**src/rtl/common_pkg.sv**
```systemverilog
// Shared types for the matrix-multiply front end.
// Instruction format, register-file addresses and dispatcher state.
package common_pkg;

    typedef logic [7:0] addr_t;

    typedef enum logic {
        MMUL_D  = 1'b0,
        MMUL_ND = 1'b1
    } op_t;

    typedef struct packed {
        op_t   op;
        addr_t dest;
        addr_t src1;
        addr_t src2;
    } instruction_t;

    localparam int MAX_INFLIGHT_DEF = 4;

    typedef logic [$clog2(MAX_INFLIGHT_DEF)-1:0] tag_t;

    typedef enum logic {
        EMPTY = 1'b0,
        PEND  = 1'b1
    } disp_state_t;

endpackage

```
**src/rtl/mmul_scoreboard.sv**
```systemverilog
// In-flight tracker: one valid bit and destination per tag.
// Release is registered, so a freed tag is only seen free next cycle.
module mmul_scoreboard
    import common_pkg::*;
#(
    parameter int N     = MAX_INFLIGHT_DEF,
    parameter int TAG_W = $clog2(N)
) (
    input  logic             clk,
    input  logic             reset,
    input  logic             alloc,
    input  addr_t            alloc_dest,
    input  logic             rel,
    input  logic [TAG_W-1:0] rel_tag,
    input  addr_t            chk_src1,
    input  addr_t            chk_src2,
    input  addr_t            chk_dest,
    output logic             hazard,
    output logic             full,
    output logic             any_valid,
    output logic [TAG_W-1:0] free_tag,
    output logic             rel_bad
);

    localparam int CW = $clog2(N + 1);

    logic [N-1:0] vld_q;
    addr_t        dst_q [N];
    logic [CW-1:0] cnt;
    logic          found;

    always_comb begin
        hazard   = 1'b0;
        free_tag = '0;
        found    = 1'b0;
        cnt      = '0;
        for (int i = 0; i < N; i++) begin
            if (vld_q[i]) begin
                cnt = cnt + CW'(1);
                if (dst_q[i] == chk_src1 || dst_q[i] == chk_src2 ||
                    dst_q[i] == chk_dest)
                    hazard = 1'b1;
            end else if (!found) begin
                found    = 1'b1;
                free_tag = TAG_W'(i);
            end
        end
    end

    assign full      = (cnt == CW'(N));
    assign any_valid = |vld_q;
    assign rel_bad   = rel && !vld_q[rel_tag];

    always_ff @(posedge clk or negedge reset) begin
        if (!reset) begin
            vld_q <= '0;
            for (int i = 0; i < N; i++)
                dst_q[i] <= '0;
        end else begin
            if (rel && vld_q[rel_tag])
                vld_q[rel_tag] <= 1'b0;
            // Allocation picks a currently-free entry, never the one being released.
            if (alloc) begin
                vld_q[free_tag] <= 1'b1;
                dst_q[free_tag] <= alloc_dest;
            end
        end
    end

endmodule

```
**src/rtl/mmul_dispatcher.sv**
```systemverilog
// In-order single-slot dispatcher for matrix-multiply instructions.
// Holds one pending instruction and issues it once the scoreboard clears it.
module mmul_dispatcher
    import common_pkg::*;
#(
    parameter int MAX_INFLIGHT = MAX_INFLIGHT_DEF,
    parameter int TAG_W        = $clog2(MAX_INFLIGHT)
) (
    input  logic             clk,
    input  logic             reset,
    input  instruction_t     in_inst,
    input  logic             in_valid,
    output logic             in_ready,
    output instruction_t     issue_inst,
    output logic [TAG_W-1:0] issue_tag,
    output logic             issue_valid,
    input  logic             issue_ready,
    input  logic             done_valid,
    input  logic [TAG_W-1:0] done_tag,
    output logic             busy,
    output logic             tag_err,
    output logic [15:0]      stall_cnt
);

    disp_state_t  state_q, state_d;
    instruction_t pend_q;
    logic         rdy_q;
    logic         hazard, full, any_valid, rel_bad;
    logic         in_fire, iss_fire;

    mmul_scoreboard #(
        .N     (MAX_INFLIGHT),
        .TAG_W (TAG_W)
    ) u_sb (
        .clk        (clk),
        .reset      (reset),
        .alloc      (iss_fire),
        .alloc_dest (pend_q.dest),
        .rel        (done_valid),
        .rel_tag    (done_tag),
        .chk_src1   (pend_q.src1),
        .chk_src2   (pend_q.src2),
        .chk_dest   (pend_q.dest),
        .hazard     (hazard),
        .full       (full),
        .any_valid  (any_valid),
        .free_tag   (issue_tag),
        .rel_bad    (rel_bad)
    );

    assign issue_valid = (state_q == PEND) && !hazard && !full;
    assign iss_fire    = issue_valid && issue_ready;
    // rdy_q keeps in_ready low until the first edge after reset release.
    assign in_ready    = rdy_q && ((state_q == EMPTY) || iss_fire);
    assign in_fire     = in_valid && in_ready;
    assign issue_inst  = pend_q;
    assign busy        = (state_q == PEND) || any_valid;

    always_comb begin
        state_d = state_q;
        unique case (state_q)
            EMPTY:   if (in_fire) state_d = PEND;
            PEND:    if (iss_fire && !in_fire) state_d = EMPTY;
            default: state_d = EMPTY;
        endcase
    end

    always_ff @(posedge clk or negedge reset) begin
        if (!reset) begin
            state_q   <= EMPTY;
            pend_q    <= '0;
            rdy_q     <= 1'b0;
            tag_err   <= 1'b0;
            stall_cnt <= '0;
        end else begin
            state_q <= state_d;
            rdy_q   <= 1'b1;
            if (in_fire)
                pend_q <= in_inst;
            if (rel_bad)
                tag_err <= 1'b1;
            if (state_q == PEND && !issue_valid && stall_cnt != 16'hFFFF)
                stall_cnt <= stall_cnt + 16'd1;
        end
    end

endmodule
```
**config.mk**
```make
export PLATFORM = sky130hd
export DESIGN_NAME = mmul_dispatcher
export DESIGN_NICKNAME = d
export VERILOG_FILES = /design/src/rtl/common_pkg.sv /design/src/rtl/mmul_scoreboard.sv /design/src/rtl/mmul_dispatcher.sv
export SDC_FILE = /design/constraint.sdc
export NUM_CORES = 1
export LEC_CHECK = 0
export BUFFER_PORTS_ARGS = -buffer_cell sky130_fd_sc_hd__buf_2
export CELL_PAD_IN_SITES_DETAIL_PLACEMENT = 1
export CELL_PAD_IN_SITES_GLOBAL_PLACEMENT = 2
export CORE_MARGIN = 3
export CORE_UTILIZATION = 37
export CTS_CLUSTER_DIAMETER = 100
export DETAILED_ROUTE_END_ITERATION = 6
export MAX_ROUTING_LAYER = met4
export PLACE_DENSITY_LB_ADDON = 0.1
export SLEW_MARGIN = 20
export SYNTH_ARGS = -nofsm -noshare
export SYNTH_HDL_FRONTEND = slang
export SYNTH_HIERARCHICAL = 1
export SYNTH_SLANG_ARGS = --single-unit
```
**constraint.sdc**
```tcl
create_clock -name clk -period 3.85 [get_ports clk]
set_input_delay 0.77 -clock clk [delete_from_list [all_inputs] [get_ports clk]]
set_output_delay 0.77 -clock clk [all_outputs]
set_load 0.01 [all_outputs]
```
==> results of run 1 <==
==> synth_stat cells, types with 2 or more instances <==
cell type  instances  area, um^2
a211oi_1           4        30.0
a21oi_1            3        15.0
a41oi_1            2        17.5
and2_1             2        12.5
and3_1             5        31.3
buf_1              6        22.5
buf_2              2        10.0
buf_6              3        33.8
clkbuf_1          18        67.6
dfrtp_1           80        2000
ha_1               8         100
inv_1              8        30.0
mux2_2            55         619
mux2_4             8         120
nand2_1           16        60.1
nand3_1           13        65.1
nand4_1           27         169
nor2_1            18        67.6
nor2b_1            4        25.0
nor3_1             3        15.0
nor3_4             2        32.5
o21ai_0            4        20.0
o21ai_2            2        17.5
o21bai_1           2        15.0
o31ai_1            4        30.0
or2_2              3        18.8
xnor2_1           97         850
xor2_1             5        43.8
==> worst max-delay path, cell delays in order (launching register included) <==
cell and delay (ns):
dfrtp_1 0.45, inv_1 0.13, ha_1 0.35, xor2_1 0.18, ha_1 0.35, o41ai_2 0.43
nor2_1 0.12, a21bo_2 0.26, and2_1 0.16, buf_2 0.13
==> per-layer routing <==
layer	vias up	share of wire
met5	-	0
met4	0	0.013
met2	60	0.51
li1	1593	-
met3	12	0.040
met1	1656	0.44
==> area by class of cell <==
| cell class | count | area share |
|---|---|---|
| multi-input cells | 308 | 0.472 |
| clock inverters | 1 | 0.000908 |
| clock buffers | 12 | 0.0465 |
| well taps | 168 | 0.0381 |
| repair buffers | 79 | 0.0733 |
| inverters | 8 | 0.00545 |
| flip-flops and latches | 80 | 0.363 |
==> what timing repair did <==
action | CTS | global route
setup endpoints to repair | 1 | 1
buffers inserted | 0 | 0
hold buffers | 0 | 0
resized for setup | 1 | 1
==> logic make-up (layout without fill, tap and decap cells) <==
family / Yosys count / after routing
buffers and inverters: 38 / 100
flip-flops: 80 / 80
AND/OR/NAND/NOR: 101 / 101
multiplexers: 65 / 65
adder cells (fa/ha/maj): 8 / 8
XOR/XNOR: 102 / 102
AO/OA/AOI/OAI: 31 / 31
other: 1 / 1
==> power breakdown <==
part,internal [mW],switching (mW)
sequential,1.10,0.522
combinational,0.874,0.633
clock,0.460,0.318
total,2.43,1.47
==> state kept, by name, summed over array words and instances (netlist names) <==
name	cells
issue_inst	25
rdy_q	1
stall_cnt	16
state_q	1
tag_err	1
u_sb/dst_q	32
u_sb/vld_q	4
==> how the worst max path moves through the flow <==
stage                  startpoint  endpoint
floorplan           u_sb/vld_q[0]  in_ready
global placement    u_sb/vld_q[0]  in_ready
detailed placement  u_sb/vld_q[0]  in_ready
CTS                 u_sb/vld_q[0]  in_ready
global route        u_sb/vld_q[1]  in_ready
finish              u_sb/vld_q[1]  in_ready
==> through the flow <==
step	setup slack, ns	cells	power, mW
2_1_floorplan	0.801	426	2.71
3_3_place_gp	0.543	643	3.09
3_5_place_dp	0.361	643	3.15
4_1_cts	0.102	656	3.98
5_1_grt	0.00985	656	4.20
6_report	0.186	656	3.90
==> results.env, run 1 <==
OUTCOME='finished clean'
FINISH.NET_COUNT=526
SYNTHTOLAYOUTAREAGROWTH_PCT=15.6
FINAL_MIN_PERIOD_OVER_CLOCK_PERIOD=0.952
PLACEMENT.CELL_AREA_MM2=0.00524
CLK_TRANSITION_REPORTED_PATHS_NS=0.06
GR-TOTAL-OVERFLOW=0
MET1_USAGE=0.213
DESIGN.DIE.AREA_MM2=0.0143
HOLD-WORST-SLACK_NS=0.459
YOSYS_WARNINGS=6
WORSTPATHARRIVAL_NS=2.89
DRIVE_ABOVE_1_SHARE=0.355
CRITICAL_PATH.STARTPOINT_TYPE='register'
SYNTH_FP_NETS=466
SYNTH_TOP_FAMILY_BY_AREA='XOR/XNOR gates'
CTS_BUFFER_DEPTH=2
CRITICAL_PATH_CAPTURE_POINT_TYPE='output pin'
MAX_SLEW.WORST_PIN.SLEW_NS=0.750
CTS_BUFFERS=9
SYNTH-SIMPLE-AREA-SHARE=0.124
VIAS_PER_CELL=5.06
MIN_CLOCK_PERIOD_POST_ROUTE_NS=3.66
FINAL_COMMON_CELL='xnor2_1'
SETUP_TNS_NS=0
YS_ASYNC_SR_FRACTION=1.00
WORST_HOLD_STARTPOINT='tag_err'
FINAL_CELL_MIX='xnor2_1, dfrtp_1, buf_2, mux2_2, nand4_1'
FINALCLOCKSKEW_NS=0.00621
POST_SYNTH_XOR_AREA_FRACTION=0.187
YS_SEQ_ELEMENTS=80
TRACK_USAGE=0.178
DETAILROUTE.VIA_COUNT=3321
MAXIMUM_NUMBER_OF_PINS_ON_ONE_NET_BEFORE_GLOBAL_ROUTE_REPAIR=81
PORT_BUFFERS=78
SYNTH_ENABLE_FLOP_CELLS=0
CLOCK_LATENCY_NS=0.34
DIE-WIDTH_UM=120
FILL_CELLS=1402
YS.FLOP_TYPE='dfrtp_1'
ANTENNA_FOUND_INITIAL=0
HOLD_CLASS='register to register'
CLKSINKCOUNT=80
SYNTH_FA_HA_AREA_FRAC=0.0210
CLOCK_TREE_ROOT_DRIVER_CELL='clkbuf_16'
START_UTIL=0.387
POSTLAYOUTCELLAREA_MM2=0.00551
SYNTH-COMPOUND-AREA-SHARE=0.0491
SYNTH_SEQ_AREA_SHARE=0.420
REG2REG_SLACK_NS=0.38
ANTENNA-DIODE-COUNT=0
SYNTH.AVG_CELL_AREA_UM2=11.2
SYNTH.DISTINCT_CELLS=50
GRT_FIRST_PASS_WIRELENGTH_MM=19.1
DETAIL_ROUTE.WL_PER_CELL_UM=17.9
CLOCK_TREE.HTREE_LEVEL_COUNT=3
REGTOREGSTARTPOINT='u_sb/vld_q[1]'
MAXCLOCKFREQUENCY_MHz=273
POST_SYNTH_MUX_AREA_SHARE=0.162
POWER_LEAKAGE_nW=2.32
PLACE.DETAILED.HPWL_MM=8.57
FINAL-MAX-SLEW-VIOLATION-COUNT=0
MIN_DELAY_PATH_DEPTH=1
DETAIL-ROUTE-ANTENNA-NETS=0
POWER.IR.VDD_WORST_V=0.000407
ROUTE.DETAILED.DRC=0
SYNTHESIS.INSTANCES=426
MAX_CAP_VIOLATIONS=0
GRT_USE_MET3=0.0448
REGAREA_MM2=0.00200
WORSTPATHREQUIRED_NS=3.08
DR.FIRST_ITER.DRC_COUNT=86
TIMING.FINAL.SETUP_VIOLATIONS=0
ROWS=40
VIAS_IN_THE_FIRST_GLOBAL_ROUTE=3483
GR-USAGE-MET2=0.300
REPORT.FINAL.HOLD_VIOL_COUNT=0
TIGHTEST_SLEW_MARGIN_RELATIVE_TO_THE_LIMIT=0.500
FF2FF_PATH_DEPTH=12
CTS_TREE='done'
DIE-HEIGHT_UM=120
PATH_CLASS='register to output pin'
WORST_HOLD_PATH.ENDPOINT='tag_err'
MULTIINPUTGATEAREA_MM2=0.00260
FIRST_PASS_ITERS=4
FINAL_CORE_DENSITY=0.448
REGTOREGENDPOINT='u_sb/dst_q[25]'
PIN_COUNT=79
RSZ0062_AT_GRT='false'
MAXIMUM_NET_FANOUT_ON_THE_CRITICAL_PATH=6
SYNTHESIS.AREA_MM2=0.00477
CORE_MM2=0.0123
ROUTED_WIRE_LENGTH_MM=11.7
TOP_USAGE_LAYER='met2'
POWERDENSITY_mW_PER_MM2=708
GP_CONGESTION=0.810
No activity file was read; power rests on OpenSTA's default activity.
==> run 2: changes to the inputs <==
Settings changed: PLACE_DENSITY_LB_ADDON 0.1 to 0.3.
==> run 2 against run 1 <==
Compared with the run above:
- clock power rose by 4.6%
- register-to-register slack improved by 0.02 ns
- combinational power barely moved
- global-route usage rose by 0.59 points
- clock skew rose by 0.0032 ns
- flip-flop and latch count did not move
- sequential share of layout area fell by 0.33 points
- sequential power barely moved
- core utilization rose by 0.41 points
- final cell count rose by 0.76%
- die area did not move
- routed wire length rose by 3.0%
==> results.env, run 2 (synthesized netlist as in run 1, its figures left out) <==
DETAIL-ROUTE-ANTENNA-NETS=0
POWERDENSITY_mW_PER_MM2=710
FINALNONFILLERCELLS=661
WORSTPATHREQUIRED_NS=3.08
TIMING.FINAL.SETUP_VIOLATIONS=0
MAXCLOCKFREQUENCY_MHz=277
FINAL_MIN_PERIOD_OVER_CLOCK_PERIOD=0.938
GR-TOTAL-OVERFLOW=0
START_UTIL=0.387
CLOCK_TREE.HTREE_LEVEL_COUNT=3
PATH_CELLS='inv_1 > ha_1 > xor2_1 > ha_1 > nor3_1 > o21ai_0 > o41ai_2 > nor2_1 > a21bo_2 > and2_1 > buf_2'
MAX_SLEW.WORST_PIN.SLEW_NS=0.779
HOLD_CLASS='input pin to asynchronous set/reset pin'
MAXIMUM_NET_FANOUT_ON_THE_CRITICAL_PATH=6
CLOCK_TREE_ROOT_DRIVER_CELL='clkbuf_16'
LIBRARY_CELL_CONTRIBUTING_THE_LARGEST_SINGLE_DELAY_ON_THE_CRITICAL_PATH='dfrtp_1'
CLOCK_LATENCY_NS=0.35
REGISTERS.TOP_BY_FF_COUNT='u_sb/dst_q'
GP_CONGESTION=0.817
MIN_CLOCK_PERIOD_POST_ROUTE_NS=3.61
PIN_COUNT=79
WORSTPATHARRIVAL_NS=2.84
CRITICAL_PATH.STARTPOINT_TYPE='register'
SYNTHTOLAYOUTAREAGROWTH_PCT=16.6
POST_CTS.REPAIR.SETUP_BUFFERS=0
MAX_CAP_VIOLATIONS=0
MAXIMUM_NUMBER_OF_PINS_ON_ONE_NET_BEFORE_GLOBAL_ROUTE_REPAIR=81
ROUTE.DETAILED.DRC=0
OUTCOME='finished clean'
GRT_FIRST_PASS_WIRELENGTH_MM=19.9
REPORT.FINAL.HOLD_VIOL_COUNT=0
DIE-HEIGHT_UM=120
FINALCLOCKSKEW_NS=0.00943
TRACK_USAGE=0.184
DETAILROUTE.VIA_COUNT=3371
SETUP_TNS_NS=0
HOLD-WORST-SLACK_NS=0.453
PORT_BUFFERS=78
DR.FIRST_ITER.DRC_COUNT=132
PATH_CLASS='register to output pin'
VIAS_PER_CELL=5.10
POWER.IR.VDD_WORST_V=0.000391
VIAS_IN_THE_FIRST_GLOBAL_ROUTE=3620
ROWS=40
CTS_TREE='done'
POSTCTSHOLDBUFS=0
FINAL_COMMON_CELL='xnor2_1'
CRITICAL_PATH_CAPTURE_POINT_TYPE='output pin'
TIMING.CRITICAL_PATH.MAX_DELAY_FAMILY='adder cells'
CTS_BUFFERS=9
FINAL-MAX-SLEW-VIOLATION-COUNT=0
CLKSINKCOUNT=80
CLK_TRANSITION_REPORTED_PATHS_NS=0.06
CP_MOST_FREQUENT_CELL='ha_1'
PLACE.DETAILED.HPWL_MM=8.89
DIE-WIDTH_UM=120
FINISH.NET_COUNT=528
ROUTED_WIRE_LENGTH_MM=12.1
CP_NUM_BUF_INV=2
CORE_MM2=0.0123
POWER_LEAKAGE_nW=2.34
CTSRESIZECOUNT=0
FINAL_CELL_MIX='xnor2_1, dfrtp_1, buf_2, mux2_2, nand4_1'
LARGEST_REGISTER_FFS=32
DRIVE_ABOVE_1_SHARE=0.361
DESIGN.DIE.AREA_MM2=0.0143
FIRST_PASS_ITERS=4
RSZ0062_AT_GRT='false'
POST-PLACE-CELLS=645
ANTENNA_FOUND_INITIAL=0
ANTENNA-DIODE-COUNT=0
DETAIL_ROUTE.WL_PER_CELL_UM=18.3
TIMING.CRITICAL_PATH.SLOWEST_CELL_DELAY_NS=0.43
TIGHTEST_SLEW_MARGIN_RELATIVE_TO_THE_LIMIT=0.481
CTS_BUFFER_DEPTH=2
==> run 2: area by class of cell <==
type,instances,area (um^2)
fillers,1405,6750
multi-input cells,308,2600
inverters,8,30.0
repair buffers,81,432
well taps,168,210
clock buffers,11,243
clock inverters,5,41.3
flip-flops and latches,80,2000
==> run 2: metal layers <==
layer	global-route usage	part of all wire	wire length [um]
met1	0.245	0.48	5780
met2	0.284	0.47	5710
met3	0.0325	0.030	359
met4	0.0659	0.019	229
met5	-	0	0
==> run 2: final timing paths <==
path / startpoint / end / slack [ns] / cells past startpoint
min reg2reg: tag_err / tag_err / 0.46 / 1
min: reset / issue_inst[21] / 0.45 / 1
max reg2reg: u_sb/vld_q[1] / u_sb/dst_q[4] / 0.40 / 12
min in group clk: tag_err / tag_err / 0.46 / 1
max in group asynchronous: reset / stall_cnt[12] / 2.84 / 1
max: u_sb/vld_q[1] / in_ready / 0.24 / 11
==> run 2: metrics by stage <==
step / area, um^2 / power [mW] / setup WS (ns) / utilization
after floorplan: 4770 / 2.71 / 0.801 / -
after global placement: 5270 / 3.11 / 0.536 / 0.428
after detailed placement: 5270 / 3.16 / 0.429 / 0.428
after CTS: 5550 / 4.01 / 0.0511 / 0.451
after global routing: 5560 / 4.24 / 0.00766 / 0.452
final: 5560 / 3.95 / 0.240 / 0.452
==> run 2: power breakdown <==
group | switching, mW | leakage [nW] | internal, mW | total, mW
clock | 0.354 | 0.132 | 0.459 | 0.813
sequential | 0.530 | 1.00 | 1.10 | 1.63
combinational | 0.628 | 1.20 | 0.883 | 1.51
